$ cat src/rtl/ex_mem_register.sv
// EX/MEM pipeline register: captures execute-stage results, suppresses misaligned
// memory accesses into a sticky exception record and counts committed memory operations.
module ex_mem_register #(
    parameter int NBITS    = 32,
    parameter int CNT_BITS = 16
) (
    input  logic                i_clk,
    input  logic                i_rst,
    input  logic                i_en,
    input  logic                i_flush,
    input  logic                i_clr_exc,
    input  logic                i_valid,
    input  logic [NBITS-1:0]    i_eff_addr,
    input  logic [NBITS-1:0]    i_store_data,
    input  logic [1:0]          i_flg_mem_size,
    input  logic                i_flg_unsign,
    input  logic                i_flg_mem_type,
    input  logic                i_flg_mem_read,
    input  logic                i_flg_reg_wr,
    input  logic [4:0]          i_reg_dst,
    input  logic [NBITS-1:0]    i_pc,
    output logic                o_valid,
    output logic [NBITS-1:0]    o_eff_addr,
    output logic [NBITS-1:0]    o_store_data,
    output logic [1:0]          o_flg_mem_size,
    output logic                o_flg_unsign,
    output logic                o_flg_mem_type,
    output logic                o_flg_mem_read,
    output logic                o_flg_reg_wr,
    output logic [4:0]          o_reg_dst,
    output logic [NBITS-1:0]    o_pc,
    output logic                o_flg_misaligned,
    output logic [NBITS-1:0]    o_bad_addr,
    output logic [NBITS-1:0]    o_bad_pc,
    output logic [CNT_BITS-1:0] o_mem_ops
);

    logic                w_access;
    logic                w_misaligned;
    logic                w_capture;
    logic                w_keep;

    logic                r_valid;
    logic [NBITS-1:0]    r_eff_addr;
    logic [NBITS-1:0]    r_store_data;
    logic [1:0]          r_flg_mem_size;
    logic                r_flg_unsign;
    logic                r_flg_mem_type;
    logic                r_flg_mem_read;
    logic                r_flg_reg_wr;
    logic [4:0]          r_reg_dst;
    logic [NBITS-1:0]    r_pc;
    logic                r_flg_misaligned;
    logic [NBITS-1:0]    r_bad_addr;
    logic [NBITS-1:0]    r_bad_pc;
    logic [CNT_BITS-1:0] r_mem_ops;

    assign w_access  = i_valid & (i_flg_mem_type | i_flg_mem_read);
    assign w_capture = i_en & ~i_flush;

    always_comb begin
        w_misaligned = 1'b0;
        if (w_access) begin
            case (i_flg_mem_size)
                2'b00:   w_misaligned = 1'b0;
                2'b01:   w_misaligned = i_eff_addr[0];
                default: w_misaligned = (i_eff_addr[1:0] != 2'b00);
            endcase
        end
    end

    // Memory and write-back side effects survive only for a real, aligned instruction.
    assign w_keep = i_valid & ~w_misaligned;

    always_ff @(posedge i_clk or negedge i_rst) begin
        if (!i_rst) begin
            r_valid          <= 1'b0;
            r_eff_addr       <= '0;
            r_store_data     <= '0;
            r_flg_mem_size   <= 2'b00;
            r_flg_unsign     <= 1'b0;
            r_flg_mem_type   <= 1'b0;
            r_flg_mem_read   <= 1'b0;
            r_flg_reg_wr     <= 1'b0;
            r_reg_dst        <= 5'd0;
            r_pc             <= '0;
            r_flg_misaligned <= 1'b0;
            r_bad_addr       <= '0;
            r_bad_pc         <= '0;
            r_mem_ops        <= '0;
        end else if (i_en) begin
            if (i_flush) begin
                r_valid        <= 1'b0;
                r_eff_addr     <= '0;
                r_store_data   <= '0;
                r_flg_mem_size <= 2'b00;
                r_flg_unsign   <= 1'b0;
                r_flg_mem_type <= 1'b0;
                r_flg_mem_read <= 1'b0;
                r_flg_reg_wr   <= 1'b0;
                r_reg_dst      <= 5'd0;
                r_pc           <= '0;
            end else begin
                r_valid        <= i_valid;
                r_eff_addr     <= i_eff_addr;
                r_store_data   <= i_store_data;
                r_flg_mem_size <= i_valid ? i_flg_mem_size : 2'b00;
                r_flg_unsign   <= i_valid & i_flg_unsign;
                r_flg_mem_type <= w_keep & i_flg_mem_type;
                r_flg_mem_read <= w_keep & i_flg_mem_read;
                r_flg_reg_wr   <= w_keep & i_flg_reg_wr;
                r_reg_dst      <= i_reg_dst;
                r_pc           <= i_pc;
            end

            // A new fault beats a clear in the same cycle; otherwise the first fault is kept.
            if (w_capture && w_misaligned && (!r_flg_misaligned || i_clr_exc)) begin
                r_flg_misaligned <= 1'b1;
                r_bad_addr       <= i_eff_addr;
                r_bad_pc         <= i_pc;
            end else if (i_clr_exc) begin
                r_flg_misaligned <= 1'b0;
                r_bad_addr       <= '0;
                r_bad_pc         <= '0;
            end

            if (w_capture && w_access && !w_misaligned && (r_mem_ops != {CNT_BITS{1'b1}})) begin
                r_mem_ops <= r_mem_ops + 1'b1;
            end
        end
    end

    assign o_valid          = r_valid;
    assign o_eff_addr       = r_eff_addr;
    assign o_store_data     = r_store_data;
    assign o_flg_mem_size   = r_flg_mem_size;
    assign o_flg_unsign     = r_flg_unsign;
    assign o_flg_mem_type   = r_flg_mem_type;
    assign o_flg_mem_read   = r_flg_mem_read;
    assign o_flg_reg_wr     = r_flg_reg_wr;
    assign o_reg_dst        = r_reg_dst;
    assign o_pc             = r_pc;
    assign o_flg_misaligned = r_flg_misaligned;
    assign o_bad_addr       = r_bad_addr;
    assign o_bad_pc         = r_bad_pc;
    assign o_mem_ops        = r_mem_ops;

endmodule

$ cat config.mk
export PLATFORM = sky130hd
export DESIGN_NAME = ex_mem_register
export DESIGN_NICKNAME = d
export VERILOG_FILES = /design/src/rtl/ex_mem_register.sv
export SDC_FILE = /design/constraint.sdc
export NUM_CORES = 1
export LEC_CHECK = 0
export CAP_MARGIN = 20
export CORE_AREA = 5 5 147 254
export DETAILED_ROUTE_END_ITERATION = 10
export DIE_AREA = 0 0 152 259
export DONT_BUFFER_PORTS = 1
export MAX_ROUTING_LAYER = met4
export PLACE_DENSITY = 0.46
export SLEW_MARGIN = 40
export SYNTH_ARGS = -nofsm -noshare
export SYNTH_HDL_FRONTEND = slang
export SYNTH_SLANG_ARGS = --single-unit
$ cat constraint.sdc
create_clock -name i_clk -period 3.1 [get_ports i_clk]
set_input_delay 0.62 -clock i_clk [delete_from_list [all_inputs] [get_ports i_clk]]
set_output_delay 0.62 -clock i_clk [all_outputs]
set_load 0.02 [all_outputs]
Word-level counts from Yosys, hierarchy flattened --
Cells that the tools add are included. W data, S select, Z words.
Word-level totals: flip-flop bits (word level) 189, output and inout port bits 189
Cells by class: add/sub/neg operators 1, eq/ne operators 2, mux-type cells 18, bitwise logic cells 10, reductions and logical operators 13
Operator list (count):
- $mux W32 | 6
- $add A16 B1 Y16 const B | 1
- $ne A16 B16 Y1 const B | 1
- $mux W1 | 8
- $and A1 B1 Y1 | 7
- $logic_and A1 B1 Y1 | 5
- $mux W5 | 1
- $mux W2 | 2
- $reduce_and A2 Y1 | 2
- $reduce_bool A2 Y1 | 2
- $eq A2 B1 Y1 const B | 1
- $logic_not A1 Y1 | 2
- $logic_not A2 Y1 | 1
- $not A1 Y1 | 2
- $pmux W1 S2 | 1
- $logic_or A1 B1 Y1 | 1
- $or A1 B1 Y1 | 1

Longest topological paths before layout --
Gate-level depths: netlist (run 1).
depth after elaboration 7, mapped depth 8, depth with buffers taken out 5

Least setup slack after synthesis (run 1) --
No wires, ideal clock.
path type input-to-reg, start in i_en, end reg r_bad_addr[0], in the netlist o_bad_addr[0], setup time 0.126 ns, data arrival time 1.883 ns, setup slack 1.092 ns, stages on the path 8, buffers on the path 4, cell sequence buf_4 and3b_1 buf_6 and3_4 and2_4 buf_6 buf_6 a221o_1
Between the ends: cells in the longest elaborated chain, start to end 5, elaborated cells between the ends (all ways) 6, those cells by class mux: 1; bitwise: 1; reduce/logical: 4
RTL lines:
- from (decl) | RTL line 9 | input logic i_en,
- $and A1 B1 Y1 | RTL line 59 | assign w_capture = i_en & ~i_flush;
- $logic_and A1 B1 Y1 (2 in series) | RTL line 117 | if (w_capture && w_misaligned && (!r_flg_misaligned || i_clr_exc)) begin
- $reduce_bool A2 Y1 (no line)
- $reduce_and A2 Y1 (no line)
- to (signal assigned) | RTL line 119 | r_bad_addr <= i_eff_addr;
- to (decl) | RTL line 54 | logic [NBITS-1:0] r_bad_addr;
Several ways; a longest one is shown, not always the timed one. A chain may end at the register's enable or synchronous reset.

Worst setup path in the final report (run 1) --
start reg r_mem_ops[0], in the netlist o_mem_ops[0], end reg r_mem_ops[1], in the netlist o_mem_ops[1]
Between the ends: cells in the longest elaborated chain, start to end 3, elaborated cells between the ends (all ways) 4, those cells by class add/sub: 1; eq/ne: 1; reduce/logical: 2
RTL lines:
- from (decl) | RTL line 56 | logic [CNT_BITS-1:0] r_mem_ops;
- from (signal assigned) | RTL line 128 | r_mem_ops <= r_mem_ops + 1'b1;
- parallel branches: the longest is 3 deep, another holds $add A16 B1 Y16
Parallel ways; which one is timed is not known.

==> run metrics, run 1 <==
fill count 3747; Core Region 35100 µm²; Worst-path clk slew 0.08 ns; CTS max path bufs 2; sequential fraction of the synthesis area 55.1%; Commonest cells post-synth dfrtp_1, inv_1, nand3b_1, o21ai_0, a21oi_1; CP Capture Type flop; Switch Pwr 2.09 mW; nets 895; share of cells above drive strength 1 6.05%; Synth Area per Inst 10.4 µm²; vias in the first global route 6219; Rel. slew slack 43.0%; wire per inst 22.0 µm; fin crit share 71.8%; max-cap check violation count 0; synth top area cells dfrtp_1, nand3b_1, a221o_1; clock group share of total power 36.7%; synthesis-stage register bit count 189; final worst slack 0.874 ns; max incr delay on CP 0.58 ns; Final HPWL DP 18000 µm; worst hold margin -0.140 ns; Area Overhead vs Synth 11.2%; critical path's slowest cell dfrtp_1; setup repair bufs after CTS 0; maximum vdd drop 370 µV; internal power 4.38 mW; Hold WC Path Type input port to asynchronous set/reset pin; failing checks negative hold slack; final clock skew 0.00918 ns; setup tns final 0 ns; Cells after DPL 1227; Worst Max-Slew Pin Slew 0.855 ns; Comb pwr share 8.4%; Pins Over Slew Limit 0; worst slack at placement 0.616 ns; worst-path fanout max 7; total grt overflow 0; DRT Pass-1 Iters 6; CTS root buf clkbuf_16; Sw Share 32.3%; post-route insts no fill 1259; predominant post-synthesis flop cell dfrtp_1; via count 6130; final hold violations 189; # DRC 0; Ports 302; TritonCTS clock tree done; outcome finished with violations; Clk Latency, worst-skew pair 0.45 ns; Mapped Cells 825; Max H-tree Level 4; async set-reset flop share out of synthesis 100%; post-synth top area cell dfrtp_1; total CTS buffers 17; startpoint type of the worst setup path flop; Buffers on Ports 0; Via density 4.87; RSZ-0062 raised after global routing false; WS Path Type flop to flop; Crit path required time 3.43 ns; Period minus WS final 2.23 ns; first-pass GRT wire length 42100 µm; FMAX 449 MHz; drt total wl 27700 µm; site row count 91; n_diodes 0; Die ar. 39400 µm²; PostCTS Resize Cnt 0; setup violators final 0; count leader, synth dfrtp_1; post-route ant nets 0; Final Wtd Congestion 0.773; Crit path arrival time 2.56 ns; EDFF count, synth 0; crit path cell chain ha_1 > nand4_1 > nor3_1 > buf_4 > a21oi_1 > mux2_2; Post-Syn Nets 939; Die Wd 152 µm; register share of total power 54.9%; Post-Syn Area 8590 µm²; Leak 4.10 nW; largest net degree at the start of global routing 198; Netlist cell types 37; Chip Height 259 µm; top cell type's share of synthesized area 55.1%; initial DRC count 324; TritonCTS Sinks 189; Syn. warnings 0; Power Dens Cells 678 nW/µm²; GRT Overall Usage 14.2%; initial antenna violation count 0; initial core utilization 24.5%
-- worst max-delay path: cells and delay by family (launching register included) --
family | cells | cell delay [ns]
and+or+nand+nor | 2 | 0.65
muxes | 1 | 0.30
DFF | 1 | 0.58
adders and majority gates | 1 | 0.25
buffers and inverters | 1 | 0.24
AOI/OAI and AO/OA | 1 | 0.10
-- routing by layer --
metal  vias to the layer above  GRT usage [%]  wire length [µm]  share of wire [%]
li1                       2781              -                 -                  -
met1                      3077           15.5             10400                 37
met2                       239           24.3             14700                 53
met3                        33           4.14              1690                6.1
met4                         0           5.77               938                3.4
met5                         -              -                 0                  0
-- layout make-up --
class,count,area [µm²],area share [%]
Sequential cell,189,4730,49.5
Timing Repair Buffer,7,90.1,0.943
Clock inverter,14,183,1.91
Clock buffer,18,439,4.60
Multi-Input combinational cell,467,3160,33.1
Tap cell,465,582,6.09
Inverter,99,372,3.89
-- path summary, 6_finish.rpt --
kind | to | cells after the start | slack (ns) | from
worst max-delay path | o_mem_ops[1] | 6 | 0.87 | o_mem_ops[0]
worst min-delay path | o_mem_ops[12] | 0 | -0.14 | i_rst
worst max register to register | o_mem_ops[1] | 6 | 0.87 | o_mem_ops[0]
worst min register to register | o_pc[10] | 2 | 0.63 | o_pc[10]
max in group asynchronous | o_eff_addr[19] | 0 | 2.88 | i_rst
min in group i_clk | o_eff_addr[11] | 1 | 0.29 | i_en
-- cells by family after synthesis --
kind of cell,synth area share (%)
xor gates and xnor gates,1.43
DFF,55.1
and+or+nand+nor,16.2
adders and majority gates,0.146
buffers and inverters,8.26
AOI/OAI and AO/OA,18.8
muxes,0.131
-- layout by cell type, fill, tap and decap left out, types with 4 or more instances in the layout --
master and n:
a22o_1 7, clkbuf_16 17, a221o_1 64, o21ai_0 97
nand2_1 9, buf_4 4, nand2b_1 65, nand4_1 5
nor4_1 5, inv_1 98, dfrtp_1 189, nand3b_1 97
nor2_1 4, xor2_1 14, a21oi_1 66
-- sequential cells by signal, indices dropped and copies added (netlist names), 2 cells and up --
name and cells:
o_bad_addr 32, o_bad_pc 32, o_eff_addr 32, o_pc 32, o_store_data 32, o_mem_ops 16, o_reg_dst 5, o_flg_mem_size 2
-- stage by stage --
| stage | instance area [µm²] | utilization [%] | power, mW | hold WS [ns] |
|---|---|---|---|---|
| after floorplan | 8590 | - | 3.94 | 0.324 |
| after global placement | 8910 | 25.4 | 4.13 | 0.330 |
| after detailed placement | 8930 | 25.5 | 4.16 | 0.331 |
| after CTS | 9550 | 27.2 | 6.59 | -0.182 |
| after global routing | 9550 | 27.2 | 6.78 | -0.182 |
| final | 9550 | 27.2 | 6.48 | -0.140 |
-- power by group through the flow --
stage / clock network (mW) / logic, mW / registers, mW
6_report: 2.38 / 0.542 / 3.56
3_5_place_dp: 0 / 0.550 / 3.61
4_1_cts: 2.47 / 0.549 / 3.57
2_1_floorplan: 0 / 0.514 / 3.43
5_1_grt: 2.56 / 0.617 / 3.60
3_3_place_gp: 0 / 0.525 / 3.61
No activity file was read; power rests on OpenSTA's default activity.
==> run 2: changes to the inputs <==
==> constraint.sdc (replaced) <==
create_clock -name i_clk -period 2.2 [get_ports i_clk]
set_input_delay 0.44 -clock i_clk [delete_from_list [all_inputs] [get_ports i_clk]]
set_output_delay 0.44 -clock i_clk [all_outputs]
set_load 0.02 [all_outputs]
==> run 2 against run 1 <==
The run still ends with negative hold slack left. Cell count grew 1.2%. Sequential share of layout area shrank 0.51 points. Via count increased by 1.3%. Sequential cell count unchanged. First-iteration DRC count increased by 37%. Register-to-register slack lost 0.63 ns. Maximum frequency grew 14%. Routed wire length fell by 0.56%. Clock skew shrank 0.00072 ns. Total power increased by 39%. Global-route usage hardly changed.
==> run metrics, run 2 (synthesis gave the netlist of run 1 again) <==
TritonCTS Sinks 189 (unchanged); Hold WC Path Type input port to asynchronous set/reset pin; setup tns final 0 ns (unchanged); Metal-1 WL 10100 µm (-2.1%); placed cell area 9050 µm² (+1.3%); Worst Max-Slew Pin Slew 0.659 ns (-0.197 ns); Crit path required time 2.52 ns (-0.91 ns); nets 912 (+1.9%); Final Wtd Congestion 0.742 (-4.0%); Period minus WS final 1.96 ns (-0.270 ns); failing checks negative hold slack; initial DRC count 445 (+37%); FMAX 511 MHz (+14%); final worst slack 0.244 ns (-0.630 ns); largest net degree at the start of global routing 198 (unchanged); total grt overflow 0 (unchanged); Rel. slew slack 56.0% (+13 points); n_diodes 0 (unchanged); outcome finished with violations; initial antenna violation count 0 (unchanged); first-pass GRT wire length 42300 µm (+0.61%); Leak 4.18 nW (+1.8%); PostCTS Resize Cnt 0 (unchanged); Buffers & Inverters on Critical Path 1 (unchanged); Core Region 35100 µm² (unchanged); DRT Pass-1 Iters 5 (-1); final clock skew 0.00845 ns (-0.000725 ns); fin crit share 88.9% (+17 points); Worst-path clk slew 0.07 ns (about the same); critical path's slowest cell nor3_1; wire length on met3 1710 µm (+1.1%); Cells after DPL 1243 (+1.3%); Die ar. 39400 µm² (unchanged); max-cap check violation count 0 (unchanged); fill count 3703 (-1.2%); Final Power 9.01 mW (+39%); crit path cell chain ha_1 > nand4_1 > nor3_1 > buf_4 > a21oi_1 > mux2_2; vias in the first global route 6300 (+1.3%); # DRC 0 (unchanged); Pins Over Slew Limit 0 (unchanged); setup repair bufs after CTS 0 (unchanged); CTS root buf clkbuf_16; TritonCTS clock tree done; Die Wd 152 µm (unchanged); Buffers on Ports 0 (unchanged); startpoint type of the worst setup path flop; Highest Signal Layer met4; drt total wl 27500 µm (-0.56%); Clk Latency, worst-skew pair 0.44 ns (about the same); share of cells above drive strength 1 7.66% (+1.6 points); post-route insts no fill 1274 (+1.2%); Area Overhead vs Synth 12.4%; fin area 9650 µm² (+1.0%); GRT Overall Usage 14.2% (+0.025 points); total CTS buffers 17 (unchanged); final hold violations 189 (unchanged); Via density 4.87 (about the same); worst hold margin -0.305 ns (-0.165 ns); critical path's top delay family simple AND/OR/NAND/NOR gates; CTS max path bufs 2 (unchanged); site row count 91 (unchanged); CP Capture Type flop; Chip Height 259 µm (unchanged); RSZ-0062 raised after global routing false; most common cell after layout, fill and taps aside dfrtp_1; worst-path fanout max 8 (+1); DR WL met2 15100 µm (+2.5%); Crit path arrival time 2.28 ns (-0.28 ns); worst slack at placement 0.214 ns (-0.402 ns); Ports 302 (unchanged); initial core utilization 24.5% (unchanged); setup violators final 0 (unchanged); via count 6209 (+1.3%); WS Path Type flop to flop; wire per inst 21.6 µm (-1.7%); post-route ant nets 0 (unchanged); Final HPWL DP 18000 µm (-0.25%); max incr delay on CP 0.45 ns (-0.13 ns); maximum vdd drop 503 µV (+36%); Max H-tree Level 4 (unchanged); most frequent cells in the layout dfrtp_1, inv_1, nand3b_1, o21ai_0, a21oi_1; Power Dens Cells 933 nW/µm² (+38%)
## run 2: cell count changes in the layout (fill, tap and decap cells not counted)
cell,before,now
buf_12,3,4
buf_4,4,20
bufinv_16,3,2
clkbuf_1,0,1
clkbuf_8,1,3
clkinvlp_4,3,2
inv_8,3,0
## run 2: worst paths after layout
check	start	to	slack, ns	cells after the start
worst min register to register	o_mem_ops[10]	o_mem_ops[10]	0.62	2
min in group i_clk	i_en	o_eff_addr[17]	0.12	1
worst max register to register	o_mem_ops[0]	o_mem_ops[1]	0.24	6
worst max-delay path	o_mem_ops[0]	o_mem_ops[1]	0.24	6
worst min-delay path	i_rst	o_mem_ops[10]	-0.30	0
max in group asynchronous	i_rst	o_eff_addr[21]	2.08	0
## run 2: metrics by stage
| step | utilization [%] | hold slack [ns] |
|---|---|---|
| finish | 27.5 | -0.305 |
| detailed placement | 25.8 | 0.149 |
| global route | 27.5 | -0.352 |
| floorplan | - | 0.144 |
| global placement | 25.8 | 0.152 |
| CTS | 27.5 | -0.352 |
## run 2: report_power, final
group          switching [mW]  total, mW  leakage, nW  internal (mW)
Sequential               1.01       4.92         2.48           3.91
Clock                    1.41       3.17        0.282           1.76
Combinational           0.445      0.919         1.42          0.474
## run 2: cell type report
cell class | count | area (µm²) | share of cell area, %
timing repair buffer | 24 | 230 | 2.38
clock inverter | 9 | 111 | 1.15
clock buffer | 21 | 470 | 4.87
inverter | 99 | 372 | 3.85
tap | 465 | 582 | 6.03
sequential | 189 | 4730 | 49.0
multi-input combinational | 467 | 3160 | 32.7
## run 2: worst register-to-register path: cells and delay by family, from the launching register on
family | cells | cell delay [ns]
flip-flops | 1 | 0.35
adder cells (fa/ha/maj) | 1 | 0.19
AND/OR/NAND/NOR | 2 | 0.64
buffers and inverters | 1 | 0.25
AO/OA/AOI/OAI | 1 | 0.11
multiplexers | 1 | 0.30
## run 2: layer usage
layer,global-route usage [%],vias up
met1,15.0,3156
met4,5.17,0
met2,25.3,215
li1,-,2812
met5,-,-
met3,4.14,26
